**config.mk**
```make
export PLATFORM = sky130hd
export DESIGN_NAME = random_arbiter
export DESIGN_NICKNAME = d
export VERILOG_FILES = /design/src/rtl/random_arbiter.sv
export SDC_FILE = /design/constraint.sdc
export NUM_CORES = 1
export LEC_CHECK = 0
export BUFFER_PORTS_ARGS = -buffer_cell sky130_fd_sc_hd__buf_2
export CAP_MARGIN = 20
export CELL_PAD_IN_SITES_DETAIL_PLACEMENT = 1
export CELL_PAD_IN_SITES_GLOBAL_PLACEMENT = 1
export CORE_MARGIN = 5
export CORE_UTILIZATION = 42
export DETAILED_ROUTE_END_ITERATION = 7
export HOLD_SLACK_MARGIN = 0.03
export PLACE_DENSITY = 0.92
export SLEW_MARGIN = 30
export SYNTH_ARGS = -nofsm -noshare
export SYNTH_HDL_FRONTEND = slang
export SYNTH_SLANG_ARGS = --single-unit
```
**constraint.sdc**
```tcl
create_clock -name clk_i -period 5.4 [get_ports clk_i]
set_input_delay 0.81 -clock clk_i [delete_from_list [all_inputs] [get_ports clk_i]]
set_output_delay 0.81 -clock clk_i [all_outputs]
set_load 0.02 [all_outputs]
```
**src/rtl/random_arbiter.sv**
```systemverilog
// Round-robin front end that shares one multi-stream RNG between NREQ clients.
// Each grant selects the client's stream, reads one value, then advances that stream.
module random_arbiter #(
  parameter int          NREQ        = 4,
  parameter logic [31:0] IO_ADDR     = 32'hFEE10000,
  parameter logic [9:0]  STREAM_BASE = 10'd0,
  parameter int          WR_GAP      = 3,
  parameter int          TIMEOUT     = 63
) (
  input  logic            clk_i,
  input  logic            rst_i,
  input  logic [NREQ-1:0] req_i,
  output logic [NREQ-1:0] gnt_o,
  output logic [31:0]     dat_o,
  output logic            err_o,
  output logic            m_cyc_o,
  output logic            m_stb_o,
  output logic            m_we_o,
  output logic [31:0]     m_adr_o,
  output logic [31:0]     m_dat_o,
  input  logic            m_ack_i,
  input  logic [31:0]     m_dat_i
);

  localparam int IW = (NREQ > 1) ? $clog2(NREQ) : 1;
  localparam logic [NREQ-1:0] ONE = {{(NREQ-1){1'b0}}, 1'b1};

  localparam logic [2:0] S_IDLE    = 3'd0;
  localparam logic [2:0] S_WSTREAM = 3'd1;
  localparam logic [2:0] S_WGAP1   = 3'd2;
  localparam logic [2:0] S_RD      = 3'd3;
  localparam logic [2:0] S_WNEXT   = 3'd4;
  localparam logic [2:0] S_WGAP2   = 3'd5;
  localparam logic [2:0] S_DONE    = 3'd6;

  logic [2:0]    state;
  logic [IW-1:0] last;
  logic [IW-1:0] winner;
  logic          cache_vld;
  logic [9:0]    cache_stream;
  logic [15:0]   cnt;
  logic [31:0]   cap;
  logic [IW:0]   pick;
  logic [9:0]    pick_stream;

  // Nearest requester after 'from' (cyclic); MSB flags that one was found.
  function automatic logic [IW:0] rr_pick(input logic [NREQ-1:0] req,
                                          input logic [IW-1:0]   from);
    logic [IW:0]   res;
    logic [IW-1:0] idx;
    res = '0;
    for (int k = NREQ; k >= 1; k--) begin
      idx = IW'((int'(from) + k) % NREQ);
      if (req[idx]) res = {1'b1, idx};
    end
    return res;
  endfunction

  function automatic logic [9:0] stream_of(input logic [IW-1:0] r);
    return STREAM_BASE + 10'(r);
  endfunction

  assign pick        = rr_pick(req_i, last);
  assign pick_stream = stream_of(pick[IW-1:0]);
  assign m_stb_o     = m_cyc_o;

  always_ff @(posedge clk_i) begin
    if (rst_i) begin
      state        <= S_IDLE;
      last         <= IW'(NREQ - 1);
      winner       <= '0;
      cache_vld    <= 1'b0;
      cache_stream <= '0;
      cnt          <= '0;
      gnt_o        <= '0;
      dat_o        <= '0;
      err_o        <= 1'b0;
      m_cyc_o      <= 1'b0;
      m_we_o       <= 1'b0;
      m_adr_o      <= '0;
      m_dat_o      <= '0;
    end else begin
      gnt_o <= '0;
      case (state)
        S_IDLE: begin
          if (pick[IW]) begin
            winner  <= pick[IW-1:0];
            last    <= pick[IW-1:0];
            cnt     <= '0;
            m_cyc_o <= 1'b1;
            if (cache_vld && cache_stream == pick_stream) begin
              state   <= S_RD;
              m_we_o  <= 1'b0;
              m_adr_o <= IO_ADDR;
              m_dat_o <= '0;
            end else begin
              state        <= S_WSTREAM;
              m_we_o       <= 1'b1;
              m_adr_o      <= IO_ADDR + 32'd4;
              m_dat_o      <= {22'h0, pick_stream};
              cache_stream <= pick_stream;
              cache_vld    <= 1'b1;
            end
          end
        end
        S_WSTREAM: begin
          state   <= S_WGAP1;
          cnt     <= '0;
          m_cyc_o <= 1'b0;
          m_we_o  <= 1'b0;
          m_adr_o <= '0;
          m_dat_o <= '0;
        end
        // Idle gap lets the RNG's RAM settle the new stream before the read.
        S_WGAP1: begin
          if (cnt == 16'(WR_GAP - 1)) begin
            state   <= S_RD;
            cnt     <= '0;
            m_cyc_o <= 1'b1;
            m_adr_o <= IO_ADDR;
          end else begin
            cnt <= cnt + 16'd1;
          end
        end
        S_RD: begin
          if (m_ack_i) begin
            cap    <= m_dat_i;
            state  <= S_WNEXT;
            m_we_o <= 1'b1;
          end else if (cnt == 16'(TIMEOUT)) begin
            // A stalled read leaves the stream register suspect, so force a rewrite.
            state     <= S_DONE;
            m_cyc_o   <= 1'b0;
            m_adr_o   <= '0;
            cache_vld <= 1'b0;
            gnt_o     <= ONE << winner;
            dat_o     <= '0;
            err_o     <= 1'b1;
          end else begin
            cnt <= cnt + 16'd1;
          end
        end
        S_WNEXT: begin
          state   <= S_WGAP2;
          cnt     <= '0;
          m_cyc_o <= 1'b0;
          m_we_o  <= 1'b0;
          m_adr_o <= '0;
        end
        S_WGAP2: begin
          if (cnt == 16'(WR_GAP - 1)) begin
            state <= S_DONE;
            gnt_o <= ONE << winner;
            dat_o <= cap;
            err_o <= 1'b0;
          end else begin
            cnt <= cnt + 16'd1;
          end
        end
        S_DONE: begin
          state <= S_IDLE;
          err_o <= 1'b0;
        end
        default: state <= S_IDLE;
      endcase
    end
  end

endmodule

```
Word level (Yosys, flattened, before mapping). Cells that the tools add are included.

Reductions and logical operators: 21. Add/subtract/negate cells: 5. Equality and inequality tests: 19. Multiplexer cells: 56. Bitwise logic cells: 2. Multipliers: 0. $lt $le $gt $ge: 4. Shift-type cells: 1. Div/mod/pow operators: 0.

Operators with widths (count): 32-bit two-way mux (6); 32-bit one-hot mux with 2 select lines (2); 32-bit one-hot mux with 4 select lines (1); 16-bit two-way mux (5); 16-bit one-hot mux with 5 select lines (1); 3-bit two-way mux (10); 2-bit inequality test (second input constant) (9); 3-bit one-hot mux with 6 select lines (1); 16-bit by 1-bit adder with 16-bit output (second input constant) (1); 16-bit by 2-bit == test with 1-bit output (second input constant) (1); 16-bit by 6-bit == test with 1-bit output (second input constant) (1); 1-bit two-way mux (16); 5-bit AND reduction (3); 2-bit by 3-bit < comparator with 1-bit output (second input constant) (4); 4-bit two-way mux (3); 4-bit AND reduction (3); 3-bit == test (second input constant) (3); 3-bit AND reduction (3); 1-bit binary-select mux with 2-bit select (4); 4-bit one-hot mux with 2 select lines (1); 3-bit by 2-bit == test with 1-bit output (second input constant) (2); 1-bit one-hot mux with 3 select lines (2); 2-bit nonzero test (3); 3-bit nonzero test (2); 16 further kinds (21).

Bits in writable memories: 0. Flip-flop bits (word level): 161. Output and inout bits: 104. Logic and storage cells: 122. Latch bits: 0. Bits of input ports: 39. Memory bits (read-only): 0. Memories: 0.

Longest topological paths before layout.
Depth after elaboration: 12. Mapped depth: 9. Mapped depth without buffers: 8.

Worst setup path after synthesis. OpenSTA, ideal clock, no wires.

Path kind: input port to flip-flop. Start: in rst_i. End: reg cap[0], enable pin. Library setup time: 0.461 ns. Required time: 4.939 ns. Path slack: 1.443 ns. Data arrival time: 3.496 ns. Cell stages on the path: 3. Buffers on the path: 2. Path through: clkbuf_1 buf_1 nor3_1.

Longest elaborated chain between the ends: 2.

RTL lines: from (decl) (RTL line 11) `input logic rst_i,`; 1-bit NOT (no source line); 3-bit AND reduction (no source line); to (signal assigned) (RTL line 127) `cap <= m_dat_i;`; to (decl) (RTL line 42) `logic [31:0] cap;`.

No other way between the ends. A chain may end at the register's enable or synchronous reset.

Final worst setup path.
Start: reg cnt[0]. End: reg cnt[4].

Longest elaborated chain between the ends: 4. Elaborated cells on any way between the ends: 11. Those cells by class: add/sub: 1; eq/ne: 4; mux: 5; reduce/logical: 1.

RTL lines: from (decl) (RTL line 41) `logic [15:0] cnt;`; from (signal assigned) (RTL line 122) `cnt <= cnt + 16'd1;`; from (signal assigned) (RTL line 140) `cnt <= cnt + 16'd1;`; from (signal assigned) (RTL line 157) `cnt <= cnt + 16'd1;`; 16-bit by 1-bit adder with 16-bit output (RTL line 122, 140, 157); 16-bit two-way mux (RTL line 130) `end else if (cnt == 16'(TIMEOUT)) begin`; 16-bit two-way mux (RTL line 126) `if (m_ack_i) begin`; 16-bit one-hot mux with 5 select lines (RTL line 84) `case (state)`.

Several ways; a longest one is shown, not always the timed one. The select of a mux whose other input is x is not followed.

==> metrics.yaml <==
sta:
  max_freq_ghz: 0.4236
  finalHoldViolCount: 0
  tightestPinTransition_ps: 711.1
  drv_slew: 0
  post-route-min-period_ps: 2360
  finalSetupViolations: 0
  finalSetupTns_ps: 0
  min_period_over_period_pct: 43.71
  rsz0062_at_grt: "no"
  worst_clock_skew_ps: 14.73
  relSlewSlack_pct: 52.53
logic_synthesis:
  synth_top_cell_by_area: "dfxtp_1"
  synthArstFlopShare_pct: 0
  synthTopCellsByArea: "dfxtp_1, edfxtp_1, buf_4, a22o_1, nor2_1"
  synth_edf_count: 32
  synth_cell_types: 57
  postSynthAreaPerCell_um2: 11.09
  ys.flop_type: "dfxtp_1"
  synth_top_area_share_pct: 31.54
  synth_warnings: 0
  syn_inst: 395
  ys_ff_latch: 101
  synth_area_um2: 4379
  synth_seq_area_share_pct: 53.49
routing:
  dr.pass1.iters: 4
  routed_via_density: 5.064
  drtIter0Drc: 222
  routed_wl_mm: 10.68
  vias: 3104
  detail-route-antenna-nets: 0
  wl_per_cell_um: 17.42
  drc: 0
finish:
  ff_latch_area_um2: 2342
  diodes: 0
  fillers: 1153
  area_growth_pct: 10.89
  nets: 513
  final_cell_mix: "buf_2, dfxtp_1, conb_1, a22o_1, edfxtp_1"
  final_util_pct: 47.46
  drive_gt1_share_pct: 26.62
  final_common_cell: "buf_2"
  multi_input_area_um2: 1615
power_and_ir_drop:
  power_frac_seq_pct: 49.2
  powerDensity_nw_per_um2: 384.8
  clock_power_share_pct: 27.4
  p_leak_nw: 2.041
  peakVddDrop_mv: 0.2148
  combPwrFrac_pct: 23.4
  power.internal_w: 0.001208
  p_sw_w: 0.0006602
  swShare_pct: 35.33
worst_setup_path:
  startpoint_type: "register"
  crit_type: "reg -> reg"
  critPathLaunch: "cnt[0]"
  required_ps: 5650
  critPathMaxFanout: 16
  worstPathArrival_ps: 2610
  worstSetupEndpointType: "register"
  r2r-start: "cnt[0]"
placed_design:
  gp_congestion: 0.8388
  dp_hpwl_mm: 7.751
  io_buffers: 92
clocking:
  cts_tree: "done"
  path_clk_slew_ps: 100
  numCtsBuffers: 9
  cts_resized: 0
  htree_levels: 3
  cts_buffer_depth: 2
  postCtsSetupRepairBufs: 0
  holdBufCountCts: 0
  clock-root-buffer: "clkbuf_8"
  clkLatencyLatePin_ps: 380
  clkSinkCount: 101
floorplanning:
  dieArea_um2: 12570
  ios: 143
  die_height_um: 112.1
  fp-row-count: 37
  die_x_um: 112.1
  core_area_um2: 10230
  initial_core_util_pct: 42.80
worst_hold_path:
  hold_start: "winner[0]"
  hold_path.class: "reg -> reg"
grt:
  gr-total-overflow: 0
  grt_pass1_vias: 3155
  grt_max_degree: 33
  grt_pass1_wl_mm: 16.87
  gr-usage-all-layers_pct: 16.67
  antenna_found_initial: 0
job:
  drv_cap: 0
run_status:
  status: "finished clean"
## layer usage
metal	global-route usage [%]	vias up	wire length, um
li1	-	1457	-
met1	20.47	1529	4396
met2	28.29	103	5486
met3	3.881	15	611
met4	6.651	0	182
met5	0	-	0
## path summary, 6_finish.rpt
kind / to / slack, ps / depth (start not counted)
max reg2reg: cnt[4] / 3040 / 7
max: cnt[4] / 3040 / 7
min: gnt_o[2] / 470 / 1
min reg2reg: gnt_o[2] / 470 / 1
## final cells by class
class / count / share of cell area, %
flip-flops and latches: 101 / 48.24
clock inverters: 7 / 1.881
inverters: 8 / 0.6184
multi-input cells: 257 / 33.26
well taps: 136 / 3.504
repair buffers: 95 / 9.946
clock buffers: 9 / 2.551
## critical path, stage by stage (launching register included)
cell,delay [ps]
dfxtp_1,360
inv_1,110
ha_1,170
nor4b_2,220
nand4_2,280
o31ai_2,390
or2_1,580
nor2_1,120
## kinds of logic (layout without fill, tap and decap cells)
kind of cell    after synthesis  in the layout  synth area share [%]
compound gates               79             79                 13.89
xor+xnor                     18             18                 3.600
fa+ha+maj                     2              2                0.5713
buf+inv                      86            119                 13.94
flops                       101            101                 53.49
mux                           1              1                0.2286
other cells                   1             50               0.08563
simple gates                107            107                 14.20
## through the flow
stage	total power, W	instance area [um^2]	setup WS (ps)	instances	hold WS, ps
finish	0.001869	4856	3040	613	467.6
global route	0.001967	4856	2851	613	485.9
CTS	0.001879	4856	3050	613	468.7
detailed placement	0.001366	4641	2872	597	444.9
global placement	0.001340	4641	2948	597	437.8
floorplan	0.001309	4563	1443	444	422.7
## cells in the mapped netlist, drive strengths merged (4+ instances only)
| cell type | number |
|---|---|
| edfxtp | 32 |
| a21oi | 18 |
| nand3 | 13 |
| or2 | 4 |
| o31ai | 4 |
| inv | 8 |
| dfxtp | 69 |
| and4 | 4 |
| a22o | 32 |
| nand2 | 16 |
| nor2 | 29 |
| nor3 | 14 |
| xnor2 | 10 |
| clkbuf | 5 |
| o21ai | 7 |
| xor2 | 8 |
| and3 | 5 |
| nor4 | 5 |
| buf | 73 |
## power groups by stage
stage	clock network, W	registers, W	logic [W]
final	0.000513	0.000919	0.000436
after detailed placement	0	0.000936	0.000430
after global placement	0	0.000928	0.000412
after floorplan	0	0.000923	0.000386
after global routing	0.000561	0.000932	0.000474
after CTS	0.000525	0.000920	0.000434
## flip-flops by register name (all words and copies together), names as in the netlist, 2 cells and up
| signal | flops |
|---|---|
| cnt | 16 |
| cap | 32 |
| winner | 2 |
| state | 3 |
| gnt_o | 4 |
| cache_stream | 2 |
| m_adr_o | 2 |
| m_dat_o | 2 |
| last | 2 |
| dat_o | 32 |
Note: power is estimated with default switching activity, not from simulation.
